===== config.mk =====
export PLATFORM = sky130hd
export DESIGN_NAME = uart_receiver
export DESIGN_NICKNAME = d
export VERILOG_FILES = /design/src/rtl/uart_pkg.sv /design/src/rtl/uart_rx_sync.sv /design/src/rtl/uart_receiver.sv
export SDC_FILE = /design/constraint.sdc
export NUM_CORES = 1
export LEC_CHECK = 0
export CAP_MARGIN = 30
export CORE_MARGIN = 2
export CORE_UTILIZATION = 50
export CTS_CLUSTER_SIZE = 28
export DETAILED_ROUTE_END_ITERATION = 10
export GPL_TIMING_DRIVEN = 0
export PLACE_DENSITY = 0.72
export SETUP_SLACK_MARGIN = 0.05
export SYNTH_ARGS = -nofsm -noshare
export SYNTH_HDL_FRONTEND = slang
export SYNTH_HIERARCHICAL = 1
export SYNTH_SLANG_ARGS = --single-unit

===== constraint.sdc =====
create_clock -name i_Clock -period 4.7 [get_ports i_Clock]
set_clock_uncertainty 0.05 [all_clocks]
set_input_delay 0.47 -clock i_Clock [delete_from_list [all_inputs] [get_ports i_Clock]]
set_output_delay 0.47 -clock i_Clock [all_outputs]
set_load 0.01 [all_outputs]

===== src/rtl/uart_pkg.sv =====
// UART shared definitions: FSM state encoding, default bit period and data width.
// Used by both the receiver and the transmitter.
package uart_pkg;

  localparam int unsigned CLKS_PER_BIT_DEF = 607;
  localparam int unsigned DATA_W           = 8;

  typedef enum logic [2:0] {
    IDLE       = 3'd0,
    START      = 3'd1,
    DATA       = 3'd2,
    PARITY     = 3'd3,
    STOP       = 3'd4,
    CLEANUP    = 3'd5,
    BREAK_WAIT = 3'd6
  } uart_state_e;

  // Even parity bit for a data word: 1 when the word holds an odd number of ones.
  function automatic logic even_parity(input logic [DATA_W-1:0] d);
    return ^d;
  endfunction

endpackage


===== src/rtl/uart_rx_sync.sv =====
// Two-flop synchroniser for an asynchronous input. Both stages reset to 1 so an idle-high
// line never looks like activity right after reset.
module uart_rx_sync (
  input  logic clk_i,
  input  logic rst_ni,
  input  logic d_i,
  output logic q_o
);

  logic [1:0] sync_d, sync_q;

  // Shift the raw input through the two stages.
  always_comb begin
    sync_d = {sync_q[0], d_i};
  end

  // Synchroniser flops, preset to the line idle level.
  always_ff @(posedge clk_i or negedge rst_ni) begin
    if (!rst_ni) begin
      sync_q <= 2'b11;
    end else begin
      sync_q <= sync_d;
    end
  end

  assign q_o = sync_q[1];

endmodule


===== src/rtl/uart_receiver.sv =====
// UART receiver, 8N1 by default. Define UART_RX_PARITY_EN to build an 8E1 receiver with a
// parity check and a driven o_RX_Parity_Err.
module uart_receiver
  import uart_pkg::*;
#(
  parameter int unsigned CLKS_PER_BIT = CLKS_PER_BIT_DEF
) (
  input  logic              i_Clock,
  input  logic              i_Rst,
  input  logic              i_RX_Serial,
  output logic [DATA_W-1:0] o_RX_Byte,
  output logic              o_RX_Valid,
  output logic              o_RX_Active,
  output logic              o_RX_Frame_Err,
  output logic              o_RX_Parity_Err
);

  localparam int unsigned    CntW    = $clog2(CLKS_PER_BIT) + 1;
  localparam int unsigned    IdxW    = $clog2(DATA_W);
  localparam logic [CntW-1:0] HalfCnt = CntW'((CLKS_PER_BIT - 1) / 2);
  localparam logic [CntW-1:0] FullCnt = CntW'(CLKS_PER_BIT - 1);
  localparam logic [IdxW-1:0] LastIdx = IdxW'(DATA_W - 1);

  logic rx_s;

  uart_rx_sync u_sync (
    .clk_i  (i_Clock),
    .rst_ni (i_Rst),
    .d_i    (i_RX_Serial),
    .q_o    (rx_s)
  );

  uart_state_e       state_d, state_q;
  logic [CntW-1:0]   cnt_d, cnt_q;
  logic [IdxW-1:0]   idx_d, idx_q;
  logic [DATA_W-1:0] shift_d, shift_q;
  logic [DATA_W-1:0] byte_d, byte_q;
  logic              active_d, active_q;
  logic              valid_d, valid_q;
  logic              ferr_d, ferr_q;
  logic              par_err;

`ifdef UART_RX_PARITY_EN
  logic perr_d, perr_q;
  logic par_bit_d, par_bit_q;
  assign par_err = (par_bit_q != even_parity(shift_q));
`else
  assign par_err = 1'b0;
`endif

  // Next-state logic: bit timing, sampling, and frame outcome strobes.
  always_comb begin
    state_d  = state_q;
    cnt_d    = cnt_q;
    idx_d    = idx_q;
    shift_d  = shift_q;
    byte_d   = byte_q;
    active_d = active_q;
    valid_d  = 1'b0;
    ferr_d   = 1'b0;
`ifdef UART_RX_PARITY_EN
    perr_d    = 1'b0;
    par_bit_d = par_bit_q;
`endif
    unique case (state_q)
      IDLE: begin
        cnt_d = '0;
        idx_d = '0;
        if (!rx_s) state_d = START;
      end
      START: begin
        if (cnt_q == HalfCnt) begin
          cnt_d = '0;
          // A start bit that is gone by mid-bit is a glitch.
          if (!rx_s) begin
            active_d = 1'b1;
            state_d  = DATA;
          end else begin
            state_d = IDLE;
          end
        end else begin
          cnt_d = cnt_q + 1'b1;
        end
      end
      DATA: begin
        if (cnt_q == FullCnt) begin
          cnt_d          = '0;
          shift_d[idx_q] = rx_s;
          if (idx_q == LastIdx) begin
            idx_d = '0;
`ifdef UART_RX_PARITY_EN
            state_d = PARITY;
`else
            state_d = STOP;
`endif
          end else begin
            idx_d = idx_q + 1'b1;
          end
        end else begin
          cnt_d = cnt_q + 1'b1;
        end
      end
`ifdef UART_RX_PARITY_EN
      PARITY: begin
        if (cnt_q == FullCnt) begin
          cnt_d     = '0;
          par_bit_d = rx_s;
          state_d   = STOP;
        end else begin
          cnt_d = cnt_q + 1'b1;
        end
      end
`endif
      STOP: begin
        if (cnt_q == FullCnt) begin
          cnt_d    = '0;
          active_d = 1'b0;
          if (!rx_s) begin
            // Low stop bit: report once, then wait out any break.
            ferr_d  = 1'b1;
            state_d = BREAK_WAIT;
          end else if (par_err) begin
`ifdef UART_RX_PARITY_EN
            perr_d = 1'b1;
`endif
            state_d = CLEANUP;
          end else begin
            byte_d  = shift_q;
            valid_d = 1'b1;
            state_d = CLEANUP;
          end
        end else begin
          cnt_d = cnt_q + 1'b1;
        end
      end
      CLEANUP: begin
        state_d = IDLE;
      end
      BREAK_WAIT: begin
        if (rx_s) state_d = IDLE;
      end
      default: begin
        state_d  = IDLE;
        cnt_d    = '0;
        idx_d    = '0;
        active_d = 1'b0;
      end
    endcase
  end

  // State and datapath registers.
  always_ff @(posedge i_Clock or negedge i_Rst) begin
    if (!i_Rst) begin
      state_q  <= IDLE;
      cnt_q    <= '0;
      idx_q    <= '0;
      shift_q  <= '0;
      byte_q   <= '0;
      active_q <= 1'b0;
      valid_q  <= 1'b0;
      ferr_q   <= 1'b0;
    end else begin
      state_q  <= state_d;
      cnt_q    <= cnt_d;
      idx_q    <= idx_d;
      shift_q  <= shift_d;
      byte_q   <= byte_d;
      active_q <= active_d;
      valid_q  <= valid_d;
      ferr_q   <= ferr_d;
    end
  end

`ifdef UART_RX_PARITY_EN
  // Parity sample and error strobe.
  always_ff @(posedge i_Clock or negedge i_Rst) begin
    if (!i_Rst) begin
      perr_q    <= 1'b0;
      par_bit_q <= 1'b0;
    end else begin
      perr_q    <= perr_d;
      par_bit_q <= par_bit_d;
    end
  end
  assign o_RX_Parity_Err = perr_q;
`else
  assign o_RX_Parity_Err = 1'b0;
`endif

  assign o_RX_Byte      = byte_q;
  assign o_RX_Valid     = valid_q;
  assign o_RX_Active    = active_q;
  assign o_RX_Frame_Err = ferr_q;

endmodule

==> impl_metrics.json <==
{
  "required_ns": 4.85,
  "post-route-period-util": 0.465,
  "cts_root_buf": "clkbuf_8",
  "regToRegEndpoint": "cnt_q[8]$_DFFE_PN0N_",
  "drt_iter0_drc": 112,
  "die_area_um2": 4620,
  "power_w": 0.000627,
  "criticalPathCategory": "register to register",
  "grtUsageTotal": 0.198,
  "vias_per_cell": 5.80,
  "cts_setup_buffers": 0,
  "yosysTopAreaCell": "dfrtp_1",
  "fp.dieH_um": 67.9,
  "antenna_cells": 0,
  "synth_top_area_frac": 0.441,
  "nets": 216,
  "fin_util": 0.591,
  "power.leakage_nw": 0.996,
  "status": "completed",
  "synth-seq-area-share": 0.466,
  "cts_tree": "yes",
  "cts-buffers-inserted": 5,
  "synth_edf_count": 0,
  "min_period_ns": 2.19,
  "gp_congestion": 0.819,
  "cts.repair.resized": 0,
  "drc_errors": 0,
  "reg2regPathDepth": 7,
  "synth-seq-cells": 38,
  "p_per_area_nw_per_um2": 267,
  "start_util": 0.515,
  "ys_top_cells_by_count": "36 x dfrtp_1, 17 x nand2_1, 16 x mux2_2, 11 x o21ai_0, 8 x nor2_1",
  "drive_above_1_share": 0.210,
  "async_flop_share": 1.00,
  "synth-compound-area-share": 0.122,
  "setup_viol": 0,
  "wl_um": 4000,
  "clk_pin_slew_ns": 0.08,
  "fin_tns_setup_ns": 0,
  "crit_path_max_fanout": 7,
  "grt-ovfl-total": 0,
  "cap_viol_max_count": 0,
  "ff2ff_setup_slack_ns": 2.52,
  "synth_top_family_by_area": "simple AND/OR/NAND/NOR gates",
  "arrival_ns": 2.33,
  "clock_path_buffers": 2,
  "synth_fa_ha_area_frac": 0.0245,
  "ys_types": 55,
  "dp_hpwl_um": 2810,
  "num_rows": 23,
  "area_growth_syn_to_layout_pct": 14.9,
  "slew_violations": 0,
  "grt_start_max_net_pins": 39,
  "syn_area_um2": 2040,
  "ant_nets": 0,
  "yosys-top-cells-area": "dfrtp_1 44%, mux2_2 8.8%, nand2_1 3.1%",
  "seqCellArea_um2": 953,
  "worstMarginPinSlew_ns": 0.844,
  "synthMuxAreaShare": 0.103,
  "crit_path_start_kind": "register",
  "drt-pass1-iter-count": 4,
  "synth-simple-area-share": 0.225,
  "fmax_ghz": 0.458,
  "layout_setup_ws_ns": 2.52,
  "grt_first_pass_wirelength_um": 6750,
  "die_x_um": 67.9,
  "grt_antenna_before_repair": 0,
  "numPortBuffers": 13,
  "syn_nets": 196,
  "first_global_vias": 1451,
  "n_fill_cell": 335,
  "cts.htree.levels": 2,
  "syn_area_per_cell_um2": 10.8,
  "clock_sinks": 38,
  "syn_inst": 189,
  "ios": 15,
  "placed_cell_area_um2": 2230,
  "hold_viol": 0,
  "timing.slew.headroom": 0.437,
  "peakVddDrop_uv": 194,
  "holdBufCountCts": 0,
  "r2r-start": "cnt_q[0]$_DFFE_PN0N_",
  "synthXorXnorAreaFrac": 0.0171,
  "design_area_um2": 2350,
  "multi_input_area_um2": 1010,
  "ys.flop_type": "dfrtp_1",
  "wire_per_inst_um": 15.4,
  "synth_most_common_cell": "dfrtp_1",
  "end_kind": "register",
  "pre_cts_slack_ns": 2.52,
  "worst_skew_pair.late_latency_ns": 0.29,
  "num_vias": 1507,
  "coreArea_um2": 3970,
  "min-delay-path-class": "primary input to async pin",
  "synth_warnings": 6,
  "rsz0062_at_grt": "false"
}
-- state kept, by name, indices dropped and copies added (netlist names) --
signal	count
cnt_q	11
idx_q	3
o_RX_Active	1
o_RX_Byte	8
o_RX_Frame_Err	1
o_RX_Valid	1
shift_q	8
state_q	3
u_sync/sync_q	2
-- final cells by class --
| type | count | share of cell area |
|---|---|---|
| Timing Repair Buffer | 13 | 0.0533 |
| Clock inverter | 1 | 0.0128 |
| Clock buffer | 7 | 0.0368 |
| Buffer | 14 | 0.0309 |
| Tap cell | 50 | 0.0266 |
| Inverter | 3 | 0.00479 |
| Sequential cell | 38 | 0.406 |
| Multi-Input combinational cell | 134 | 0.429 |
-- critical path: stages, from the launching register on --
cell      delay [ns]
dfrtp_1         0.42
inv_1           0.06
ha_1            0.19
and4b_1         0.17
buf_2           0.16
a311oi_2        0.56
nor2_1          0.24
o211ai_1        0.25
-- per-stage QoR --
| stage | hold WS, ns | std cells |
|---|---|---|
| after CTS | 0.261 | 260 |
| after detailed placement | 0.301 | 252 |
| after global placement | 0.299 | 252 |
| after global routing | 0.302 | 260 |
| final | 0.233 | 260 |
| after floorplan | 0.124 | 189 |
-- cells in the final DEF (no fill, tap or decap), types with 2 or more instances in the layout --
| master | synthesis | final |
|---|---|---|
| a211oi_1 | 2 | 2 |
| a21o_1 | 2 | 2 |
| a21oi_1 | 4 | 4 |
| and4b_1 | 2 | 2 |
| buf_2 | 4 | 5 |
| buf_4 | 2 | 2 |
| clkbuf_1 | 6 | 7 |
| clkbuf_8 | 0 | 6 |
| clkdlybuf4s50_1 | 0 | 12 |
| dfrtp_1 | 36 | 36 |
| dfstp_2 | 2 | 2 |
| ha_1 | 4 | 4 |
| inv_1 | 3 | 3 |
| mux2_2 | 16 | 16 |
| mux2i_1 | 3 | 3 |
| nand2_1 | 17 | 17 |
| nand3_1 | 4 | 4 |
| nand4_1 | 5 | 5 |
| nor2_1 | 8 | 8 |
| nor2b_1 | 7 | 7 |
| nor3_1 | 6 | 6 |
| nor3b_1 | 2 | 2 |
| nor4b_1 | 3 | 3 |
| o211ai_1 | 3 | 3 |
| o21ai_0 | 11 | 11 |
| o221ai_1 | 2 | 2 |
| or3_1 | 3 | 3 |
| xnor2_1 | 2 | 2 |
| xor2_1 | 2 | 2 |
-- report_power, final --
group           total, W  internal, W  leakage, nW  switching (W)
Combinational  0.0000105   0.00000227        0.429     0.00000826
Clock           0.000287     0.000173       0.0585       0.000114
Sequential      0.000329     0.000328        0.509    0.000000968
-- layer usage --
layer  GRT usage  up-vias  share of wire
li1            -      725              -
met1       0.268      754           0.47
met2       0.306       22           0.48
met3      0.0395        6          0.027
met4      0.0900        0          0.014
met5           0        -              0
-- logic make-up after synthesis --
family,Yosys count
AND/OR/NAND/NOR,72
flip-flops,38
AO/OA/AOI/OAI,34
multiplexers,19
buffers and inverters,17
adder cells (fa/ha/maj),4
XOR/XNOR,4
other,1
-- how the worst max path moves through the flow --
stage                                     to            startpoint
floorplan             shift_q[2]$_DFFE_PN0P_  cnt_q[0]$_DFFE_PN0N_
global placement    o_RX_Byte[4]$_DFFE_PN0P_                 i_Rst
detailed placement    shift_q[4]$_DFFE_PN0P_  cnt_q[0]$_DFFE_PN0N_
CTS                   shift_q[4]$_DFFE_PN0P_  cnt_q[0]$_DFFE_PN0N_
global route          shift_q[4]$_DFFE_PN0P_  cnt_q[0]$_DFFE_PN0N_
finish                  cnt_q[8]$_DFFE_PN0N_  cnt_q[0]$_DFFE_PN0N_
Note: power is estimated with default switching activity, not from simulation.
